<file path="src/rtl/frv_pipeline_writeback_pkg.sv">
// Shared encodings for the writeback stage: LSU micro-op fields, functional-unit
// indices, access-fault trap causes and the writeback FSM state type.
package frv_pipeline_writeback_pkg;

  localparam int OP = 4;
  localparam int FU = 4;

  localparam int LSU_SIGNED = 0;
  localparam int LSU_LOAD   = 3;
  localparam int LSU_STORE  = 4;

  localparam logic [1:0] LSU_BYTE = 2'b01;
  localparam logic [1:0] LSU_HALF = 2'b10;
  localparam logic [1:0] LSU_WORD = 2'b11;

  localparam int P_FU_ALU = 0;
  localparam int P_FU_MUL = 1;
  localparam int P_FU_LSU = 2;
  localparam int P_FU_CSR = 3;
  localparam int P_FU_CFU = 4;

  localparam logic [5:0] TRAP_LDACCESS = 6'd5;
  localparam logic [5:0] TRAP_STACCESS = 6'd7;

  typedef enum logic {
    WB_IDLE,
    WB_WAIT
  } wb_state_t;

endpackage

</file>
<file path="src/rtl/frv_lsu_rsp_align.sv">
// Load-data lane select and zero/sign extension for byte, half and word loads.
module frv_lsu_rsp_align
  import frv_pipeline_writeback_pkg::*;
#(
  parameter int XLEN = 32
) (
  input  logic [XLEN-1:0] rdata,
  input  logic [1:0]      addr,
  input  logic [1:0]      width,
  input  logic            sign,
  output logic [XLEN-1:0] wdata
);

  logic [7:0]  byte_sel;
  logic [15:0] half_sel;

  assign byte_sel = rdata[{addr, 3'b000} +: 8];
  assign half_sel = rdata[{addr[1], 4'b0000} +: 16];

  always_comb begin
    wdata = rdata;
    case (width)
      LSU_BYTE: wdata = {{(XLEN-8){sign & byte_sel[7]}}, byte_sel};
      LSU_HALF: wdata = {{(XLEN-16){sign & half_sel[15]}}, half_sel};
      default:  wdata = rdata;
    endcase
  end

endmodule

</file>
<file path="src/rtl/frv_pipeline_writeback.sv">
// Final pipeline stage: matches memory responses to the LSU op in s4, tracks
// outstanding dmem requests across flushes and registers GPR write / trap / retire.
module frv_pipeline_writeback
  import frv_pipeline_writeback_pkg::*;
#(
  parameter int XLEN            = 32,
  parameter int MAX_OUTSTANDING = 2
) (
  input  logic            g_clk,
  input  logic            g_resetn,
  input  logic            flush,
  input  logic            s4_valid,
  output logic            s4_busy,
  input  logic [4:0]      s4_rd,
  input  logic [XLEN-1:0] s4_opr_a,
  input  logic [XLEN-1:0] s4_opr_b,
  input  logic [OP:0]     s4_uop,
  input  logic [FU:0]     s4_fu,
  input  logic            s4_trap,
  input  logic            dmem_txn,
  input  logic            dmem_recv,
  input  logic            dmem_error,
  input  logic [XLEN-1:0] dmem_rdata,
  input  logic            mmio_recv,
  input  logic            mmio_error,
  input  logic [XLEN-1:0] mmio_rdata,
  output logic            rsp_full,
  output logic            gpr_wen,
  output logic [4:0]      gpr_rd,
  output logic [XLEN-1:0] gpr_wdata,
  output logic            trap_valid,
  output logic [5:0]      trap_cause,
  output logic            retire
);

  localparam int CW = $clog2(MAX_OUTSTANDING + 1);

  wb_state_t       state, state_nxt;
  logic [CW-1:0]   out_cnt, drop_cnt;
  logic            buf_valid, buf_err;
  logic [XLEN-1:0] buf_data;

  logic            lsu_op, mmio_op, dmem_live, take_buf, take_live, complete;
  logic            rsp_avail, rsp_err;
  logic [XLEN-1:0] rsp_data, load_data;

  logic            wen_nxt, trap_nxt, retire_nxt;
  logic [4:0]      rd_nxt;
  logic [XLEN-1:0] wdata_nxt;
  logic [5:0]      cause_nxt;

  logic            unused_ok;
  assign unused_ok = ^{s4_opr_b[XLEN-1:2], s4_fu[FU:P_FU_LSU+1], s4_fu[P_FU_LSU-1:0]};

  assign lsu_op    = s4_valid && s4_fu[P_FU_LSU] && !s4_trap;
  assign mmio_op   = s4_opr_a[4];
  assign dmem_live = dmem_recv && (drop_cnt == '0);
  assign take_buf  = lsu_op && !mmio_op && buf_valid;
  assign take_live = lsu_op && !mmio_op && !buf_valid && dmem_live;

  // The buffered response is older than anything arriving this cycle, so it wins.
  always_comb begin
    rsp_avail = 1'b0;
    rsp_err   = 1'b0;
    rsp_data  = dmem_rdata;
    if (mmio_op) begin
      rsp_avail = mmio_recv;
      rsp_err   = mmio_error;
      rsp_data  = mmio_rdata;
    end else if (buf_valid) begin
      rsp_avail = 1'b1;
      rsp_err   = buf_err;
      rsp_data  = buf_data;
    end else begin
      rsp_avail = dmem_live;
      rsp_err   = dmem_error;
    end
  end

  assign complete = s4_valid && !flush && (!lsu_op || rsp_avail);
  assign s4_busy  = lsu_op && !flush && !rsp_avail;
  assign rsp_full = (out_cnt == CW'(MAX_OUTSTANDING));

  frv_lsu_rsp_align #(.XLEN(XLEN)) u_align (
    .rdata (rsp_data),
    .addr  (s4_opr_b[1:0]),
    .width (s4_uop[2:1]),
    .sign  (s4_uop[LSU_SIGNED]),
    .wdata (load_data)
  );

  always_ff @(posedge g_clk or negedge g_resetn) begin
    if (!g_resetn) begin
      out_cnt <= '0;
    end else if (dmem_txn && !dmem_recv) begin
      out_cnt <= out_cnt + CW'(1);
    end else if (dmem_recv && !dmem_txn && (out_cnt != '0)) begin
      out_cnt <= out_cnt - CW'(1);
    end
  end

  // On flush every still-outstanding response belongs to a killed instruction.
  always_ff @(posedge g_clk or negedge g_resetn) begin
    if (!g_resetn) begin
      drop_cnt <= '0;
    end else if (flush) begin
      drop_cnt <= (dmem_recv && (out_cnt != '0)) ? out_cnt - CW'(1) : out_cnt;
    end else if (dmem_recv && (drop_cnt != '0)) begin
      drop_cnt <= drop_cnt - CW'(1);
    end
  end

  always_ff @(posedge g_clk or negedge g_resetn) begin
    if (!g_resetn) begin
      buf_valid <= 1'b0;
      buf_err   <= 1'b0;
      buf_data  <= '0;
    end else if (flush) begin
      buf_valid <= 1'b0;
    end else if (dmem_live && !take_live) begin
      buf_valid <= 1'b1;
      buf_err   <= dmem_error;
      buf_data  <= dmem_rdata;
    end else if (take_buf && complete) begin
      buf_valid <= 1'b0;
    end
  end

  always_ff @(posedge g_clk or negedge g_resetn) begin
    if (!g_resetn) state <= WB_IDLE;
    else           state <= state_nxt;
  end

  always_comb begin
    state_nxt = state;
    case (state)
      WB_IDLE: if (s4_busy) state_nxt = WB_WAIT;
      WB_WAIT: if (flush || !s4_busy) state_nxt = WB_IDLE;
      default: state_nxt = WB_IDLE;
    endcase
  end

  always_comb begin
    wen_nxt    = 1'b0;
    rd_nxt     = '0;
    wdata_nxt  = '0;
    trap_nxt   = 1'b0;
    cause_nxt  = '0;
    retire_nxt = 1'b0;
    if (complete) begin
      if (s4_trap) begin
        trap_nxt  = 1'b1;
        cause_nxt = {1'b0, s4_rd};
      end else if (lsu_op) begin
        if (rsp_err) begin
          trap_nxt  = 1'b1;
          cause_nxt = s4_uop[LSU_STORE] ? TRAP_STACCESS : TRAP_LDACCESS;
        end else if (s4_uop[LSU_LOAD]) begin
          wen_nxt    = (s4_rd != 5'd0);
          rd_nxt     = s4_rd;
          wdata_nxt  = load_data;
          retire_nxt = 1'b1;
        end else begin
          retire_nxt = 1'b1;
        end
      end else begin
        wen_nxt    = (s4_rd != 5'd0);
        rd_nxt     = s4_rd;
        wdata_nxt  = s4_opr_a;
        retire_nxt = 1'b1;
      end
    end
  end

  always_ff @(posedge g_clk or negedge g_resetn) begin
    if (!g_resetn) begin
      gpr_wen    <= 1'b0;
      gpr_rd     <= '0;
      gpr_wdata  <= '0;
      trap_valid <= 1'b0;
      trap_cause <= '0;
      retire     <= 1'b0;
    end else begin
      gpr_wen    <= wen_nxt;
      gpr_rd     <= rd_nxt;
      gpr_wdata  <= wdata_nxt;
      trap_valid <= trap_nxt;
      trap_cause <= cause_nxt;
      retire     <= retire_nxt;
    end
  end

endmodule

</file>
<file path="config.mk">
export PLATFORM = sky130hd
export DESIGN_NAME = frv_pipeline_writeback
export DESIGN_NICKNAME = d
export VERILOG_FILES = /design/src/rtl/frv_pipeline_writeback_pkg.sv /design/src/rtl/frv_lsu_rsp_align.sv /design/src/rtl/frv_pipeline_writeback.sv
export SDC_FILE = /design/constraint.sdc
export NUM_CORES = 1
export LEC_CHECK = 0
export ABC_AREA = 1
export CAP_MARGIN = 15
export CORE_MARGIN = 4
export CORE_UTILIZATION = 40
export CTS_CLUSTER_DIAMETER = 60
export DETAILED_ROUTE_END_ITERATION = 10
export HOLD_SLACK_MARGIN = 0.1
export MAX_ROUTING_LAYER = met4
export PLACE_DENSITY_LB_ADDON = 0.2
export SLEW_MARGIN = 30
export SYNTH_ARGS = -nofsm -noshare
export SYNTH_HDL_FRONTEND = slang
export SYNTH_SLANG_ARGS = --single-unit
</file>
<file path="constraint.sdc">
create_clock -name g_clk -period 3.1 [get_ports g_clk]
set_clock_uncertainty 0.1 [all_clocks]
set_input_delay 0.465 -clock g_clk [delete_from_list [all_inputs] [get_ports g_clk]]
set_output_delay 0.465 -clock g_clk [all_outputs]
set_load 0.02 [all_outputs]
</file>
==> flow_summary.yaml, run 1 <==
detailed_routing:
  vias: 4621
  postRouteAntennaNets: 0
  wl_per_cell_um: 16.2
  vias_per_cell: 5.09
  firstDrtPassIters: 5
  drt_iter0_markers: 302
  drc: 0
  wl_um: 14700
finish:
  diodes: 0
  drive_above_1_share_pct: 7.16
  area_growth_pct: 45.7
  layout.cells.most_common: "clkdlybuf4s50_1"
  nNetsFinal: 921
  mostFrequentLayoutCells: "clkdlybuf4s50_1 (164), nand2_1 (143), a21oi_1 (86), dfrtp_1 (82), o21ai_0 (74)"
min_path:
  min_from: "buf_data[17]"
  min_path_type: "flop to flop"
  hold_depth: 2
  hold_end: "buf_data[17]"
sta:
  slew_headroom_pct: 61.4
  hold_viol: 0
  slew_violations: 0
  rsz0062_at_grt: "false"
  setup_violations: 0
  fin_tns_setup_ns: 0
  tightest_slew_ns: 0.579
  fin_crit_ns: 2.63
  fin_crit_sh_pct: 85.0
  setup_ws_ns: 0.466
  max_freq_ghz: 0.380
setup_path:
  r2r_end: "gpr_wdata[11]"
  worstPathMaxFanout: 14
  rrSetupSlack_ns: 0.91
  required_ns: 2.53
  critPathSlowestCell: "clkdlybuf4s50_1"
  cp_cell_sequence: "clkdlybuf4s50_1 -> inv_2 -> nand3_1 -> o21ai_1 -> nand3_1 -> inv_1 -> clkdlybuf4s50_1"
  critPathArrivalTime_ns: 2.07
  cp-end-kind: "output pin"
  r2r_cells: 8
  start_kind: "primary input"
  path_class: "primary input to output pin"
  reg2reg_from: "buf_valid"
  slowest_delay_ns: 0.59
  cp_top_family: "buffers and inverters"
  crit_buf_inv: 4
clocking:
  cts_setup_buffers: 0
  cts.sinks: 83
  clock-root-buffer: "clkbuf_16"
  clockBufferDepth: 2
  cts_buffers: 9
  worstSkewPairLatency_ns: 0.34
  clk_pin_slew_ns: 0.06
  cts_tree: "done"
  htreeDepth: 3
global_route:
  grt_overflow: 0
  grt_first_pass_wirelength_um: 23100
  track_usage_pct: 22.9
  grt_max_degree: 65
  antenna_found_initial: 0
  first_global_vias: 4448
logic_synthesis:
  ys_seq_area_share_pct: 44.9
  syn_inst: 616
  netlist.area_leader.share_pct: 44.9
  syn_area_per_cell_um2: 7.50
  syn-num-nets: 774
  yosysUniqueCellTypes: 35
  ys_ff_latch: 83
  synth_area_um2: 4620
  synthTopCellsByArea: "dfrtp_1 (45%), nand2_1 (12%), a21oi_1 (9.3%)"
  ys_warn_count: 0
  yosysTopAreaCell: "dfrtp_1"
die:
  ios: 201
  die-area_um2: 13300
  die_w_um: 115
  die_h_um: 115
  coreArea_um2: 11100
  start_util_pct: 41.7
  fp-row-count: 38
power:
  power_density_nw_per_um2: 558
  p_leak_nw: 3.10
  power_mw: 3.76
  ir_worst_vdd_uv: 350
placement:
  hpwl_um: 10900
  io_buffers: 165
  pre_cts_slack_ns: 0.476
  gp_congestion: 0.899
status:
  outcome: "finished clean"
run:
  max-cap-violations: 0
## cell usage after synthesis, drive strengths merged
library cell  count
a211oi            2
a21oi            96
buf              16
clkbuf           26
conb              1
dfrtp            83
ha                5
inv              57
mux2              4
nand2           145
nand3            53
nor2             15
nor3              5
nor4              1
o21ai            97
o21bai            1
o22ai             1
o311ai            1
or2               5
xor2              2
## power breakdown
group / internal (mW) / switching [mW]
clock: 0.810 / 0.444
combinational: 0.448 / 0.600
sequential: 1.33 / 0.122
## flip-flops by register name (all words and copies together), names as in the netlist, 2 cells and up
signal and flops:
buf_data 32, gpr_wdata 32, gpr_rd 5, trap_cause 5, drop_cnt 2, out_cnt 2
## metrics by stage
stage | hold slack, ns | area [µm²] | std cells | util [%]
after global routing | 0.411 | 6730 | 908 | 60.8
after detailed placement | 0.374 | 6370 | 891 | 57.5
after global placement | 0.366 | 6370 | 891 | 57.5
after floorplan | 0.0694 | 4620 | 616 | -
final | 0.386 | 6730 | 908 | 60.8
after CTS | 0.389 | 6730 | 908 | 60.8
## cells by family after synthesis
group | after synthesis | synth area share [%]
buf+inv | 99 | 8.96
flops | 83 | 44.9
mux | 4 | 0.975
other cells | 1 | 0.0812
simple gates | 224 | 20.7
xor+xnor | 2 | 0.379
fa+ha+maj | 5 | 1.35
compound gates | 198 | 22.6
## routing by layer
layer / global-route usage [%] / vias to the layer above / wire (µm)
met5: - / - / 0
met2: 34.2 / 158 / 6680
met1: 32.7 / 2118 / 6790
met3: 4.13 / 17 / 1050
met4: 5.24 / 0 / 174
li1: - / 2328 / -
## final cells by class
cell class,instances,area [µm²]
Timing Repair Buffer,178,1770
Clock inverter,6,113
Sequential cell,83,2080
Inverter,57,214
Clock buffer,10,239
Multi-Input combinational cell,434,2140
Fill cell,1020,4350
Tap cell,140,175
## worst max-delay path by stage
stage,from,depth (start not counted),endpoint
after floorplan,s4_trap,7,buf_data[23]
after global placement,s4_opr_a[4],7,s4_busy
after detailed placement,s4_opr_a[4],7,s4_busy
after CTS,s4_opr_a[4],7,s4_busy
after global routing,s4_opr_a[4],7,s4_busy
final,s4_opr_a[4],7,s4_busy
## repair_timing
item,CTS,global route
gates resized for setup,0,0
endpoints found under the hold margin,40,0
hold buffers,1,0
## worst min-delay path, cell delays in order (launching register included)
cell and delay [ns]:
dfrtp_1 0.34, nand2_1 0.05, o21ai_0 0.06
Note: power is estimated with default switching activity, not from simulation.
==> inputs of run 2 (changes only) <==
==> constraint.sdc (replaced) <==
create_clock -name g_clk -period 2.5 [get_ports g_clk]
set_clock_uncertainty 0.1 [all_clocks]
set_input_delay 0.375 -clock g_clk [delete_from_list [all_inputs] [get_ports g_clk]]
set_output_delay 0.375 -clock g_clk [all_outputs]
set_load 0.02 [all_outputs]
==> flow_summary.yaml, run 2 (same netlist as run 1, synthesis figures left out) <==
sta:
  fin_tns_setup_ns: 0
  max_freq_ghz: 0.465
  fin_crit_ns: 2.15
  fin_crit_sh_pct: 86.0
  setup_violations: 0
  slew_violations: 0
  tightest_slew_ns: 0.822
  setup_ws_ns: 0.350
  rsz0062_at_grt: "false"
  hold_viol: 0
  slew_headroom_pct: 45.2
power:
  p_leak_nw: 3.11
  swShare_pct: 33.8
  power.share.clock_pct: 29.0
  p_int_mw: 2.91
  power_density_nw_per_um2: 655
  power.share.sequential_pct: 41.2
  ir_worst_vdd_uv: 303
  p_comb_share_pct: 29.8
  p_switching_mw: 1.49
die:
  coreArea_um2: 11100
  die_h_um: 115
  ios: 201
  die_w_um: 115
  fp-row-count: 38
  die-area_um2: 13300
  start_util_pct: 41.7
setup_path:
  required_ns: 2.61
  r2r_end: "gpr_wdata[28]"
  worstPathMaxFanout: 32
  start_kind: "primary input"
  crit_buf_inv: 3
  slowest_delay_ns: 0.50
  path_class: "primary input to flop"
  critPathSlowestCell: "clkdlybuf4s50_1"
  reg2reg_from: "buf_valid"
  r2r_cells: 9
  critPathArrivalTime_ns: 2.26
  cp-end-kind: "flop"
  cp_cell_sequence: "clkdlybuf4s50_1 -> buf_4 -> a21oi_1 -> o21ai_0 -> o21ai_1 -> nand3_1 -> buf_4 -> nor2_1 -> o21ai_1 -> a21oi_1"
  rrSetupSlack_ns: 0.45
  cp_top_family: "buffers and inverters"
run:
  max-cap-violations: 0
finish:
  post-route-util_pct: 60.7
  reg.largest.list: "buf_data x32, gpr_wdata x32"
  nFillCells: 1036
  mostFrequentLayoutCells: "clkdlybuf4s50_1 (163), nand2_1 (143), a21oi_1 (86), dfrtp_1 (82), o21ai_0 (74)"
  diodes: 0
  area_growth_pct: 45.5
  layout.cells.most_common: "clkdlybuf4s50_1"
  nNetsFinal: 927
  drive_above_1_share_pct: 7.88
status:
  outcome: "finished clean"
min_path:
  min_path_type: "flop to flop"
  hold_end: "buf_data[17]"
  hold_depth: 2
  min_from: "buf_data[17]"
clocking:
  htreeDepth: 3
  clockBufferDepth: 2
  cts_tree: "done"
  clk_pin_slew_ns: 0.07
  worstSkewPairLatency_ns: 0.34
  clock-root-buffer: "clkbuf_16"
  cts_buffers: 9
  cts.sinks: 83
global_route:
  first_global_vias: 4629
  antenna_found_initial: 0
  grt_max_degree: 66
  grt_overflow: 0
  track_usage_pct: 22.7
  grt_first_pass_wirelength_um: 23000
detailed_routing:
  wl_um: 14600
  drc: 0
  firstDrtPassIters: 5
  wl_per_cell_um: 16.0
  vias: 4781
  vias_per_cell: 5.23
  postRouteAntennaNets: 0
  drt_iter0_markers: 428
placement:
  gp_congestion: 0.862
  io_buffers: 165
  hpwl_um: 11000
  pre_cts_slack_ns: 0.0333
run 2: worst max path at each step:
| stage | cells after the start | slack [ns] | to | from |
|---|---|---|---|---|
| 6_report | 10 | 0.35 | gpr_wdata[7] | s4_opr_a[4] |
| 4_1_cts | 7 | 0.05 | s4_busy | s4_opr_a[4] |
| 2_1_floorplan | 7 | 0.76 | buf_data[23] | s4_trap |
| 3_5_place_dp | 10 | 0.03 | gpr_wdata[7] | s4_opr_a[4] |
| 3_3_place_gp | 10 | 0.08 | gpr_wdata[7] | s4_opr_a[4] |
| 5_1_grt | 10 | 0.19 | gpr_wdata[11] | s4_opr_a[4] |
run 2: power groups by stage:
stage                     Clock, mW  Combinational, mW  Sequential, mW
final                          1.28               1.31            1.81
after global routing           1.36               1.48            1.85
after CTS                      1.29               1.32            1.81
after detailed placement          0               1.31            1.83
after global placement            0               1.26            1.82
after floorplan                   0              0.784            1.82
run 2: repair_timing:
action                                 CTS  global route
endpoints found under the hold margin   63             0
setup endpoints to repair                0             1
gates resized for setup                  0             1
setup buffers                            0             0
hold buffers                             1             0
run 2: stage by stage:
stage | instance area [µm²] | total power, mW | hold WS [ns] | cells
floorplan | 4620 | 2.60 | -0.0206 | 616
global placement | 6430 | 3.07 | 0.366 | 897
detailed placement | 6430 | 3.14 | 0.374 | 897
CTS | 6720 | 4.42 | 0.390 | 914
global route | 6720 | 4.69 | 0.400 | 914
finish | 6720 | 4.40 | 0.387 | 914
run 2: layout make-up:
type                       instances  area (µm²)  area share (%)
inverter                          57         214            3.18
tap                              140         175            2.61
clock buffer                       9         225            3.35
timing repair buffer             184        1830            27.3
multi-input combinational        434        2140            31.8
clock inverter                     7        58.8           0.875
sequential                        83        2080            30.9
run 2: layer usage:
metal	up-vias	GRT usage, %	share of wire (%)
met5	-	-	0
met4	0	4.85	1.4
met3	14	4.18	7.2
met2	192	35.1	47
met1	2234	31.4	45
li1	2341	-	-
run 2: tightest hold or removal path: cells and delay by family, from the launching register on:
family	cells	cell delay, ns
AND/OR/NAND/NOR	1	0.05
AO/OA/AOI/OAI	1	0.06
flip-flops	1	0.35
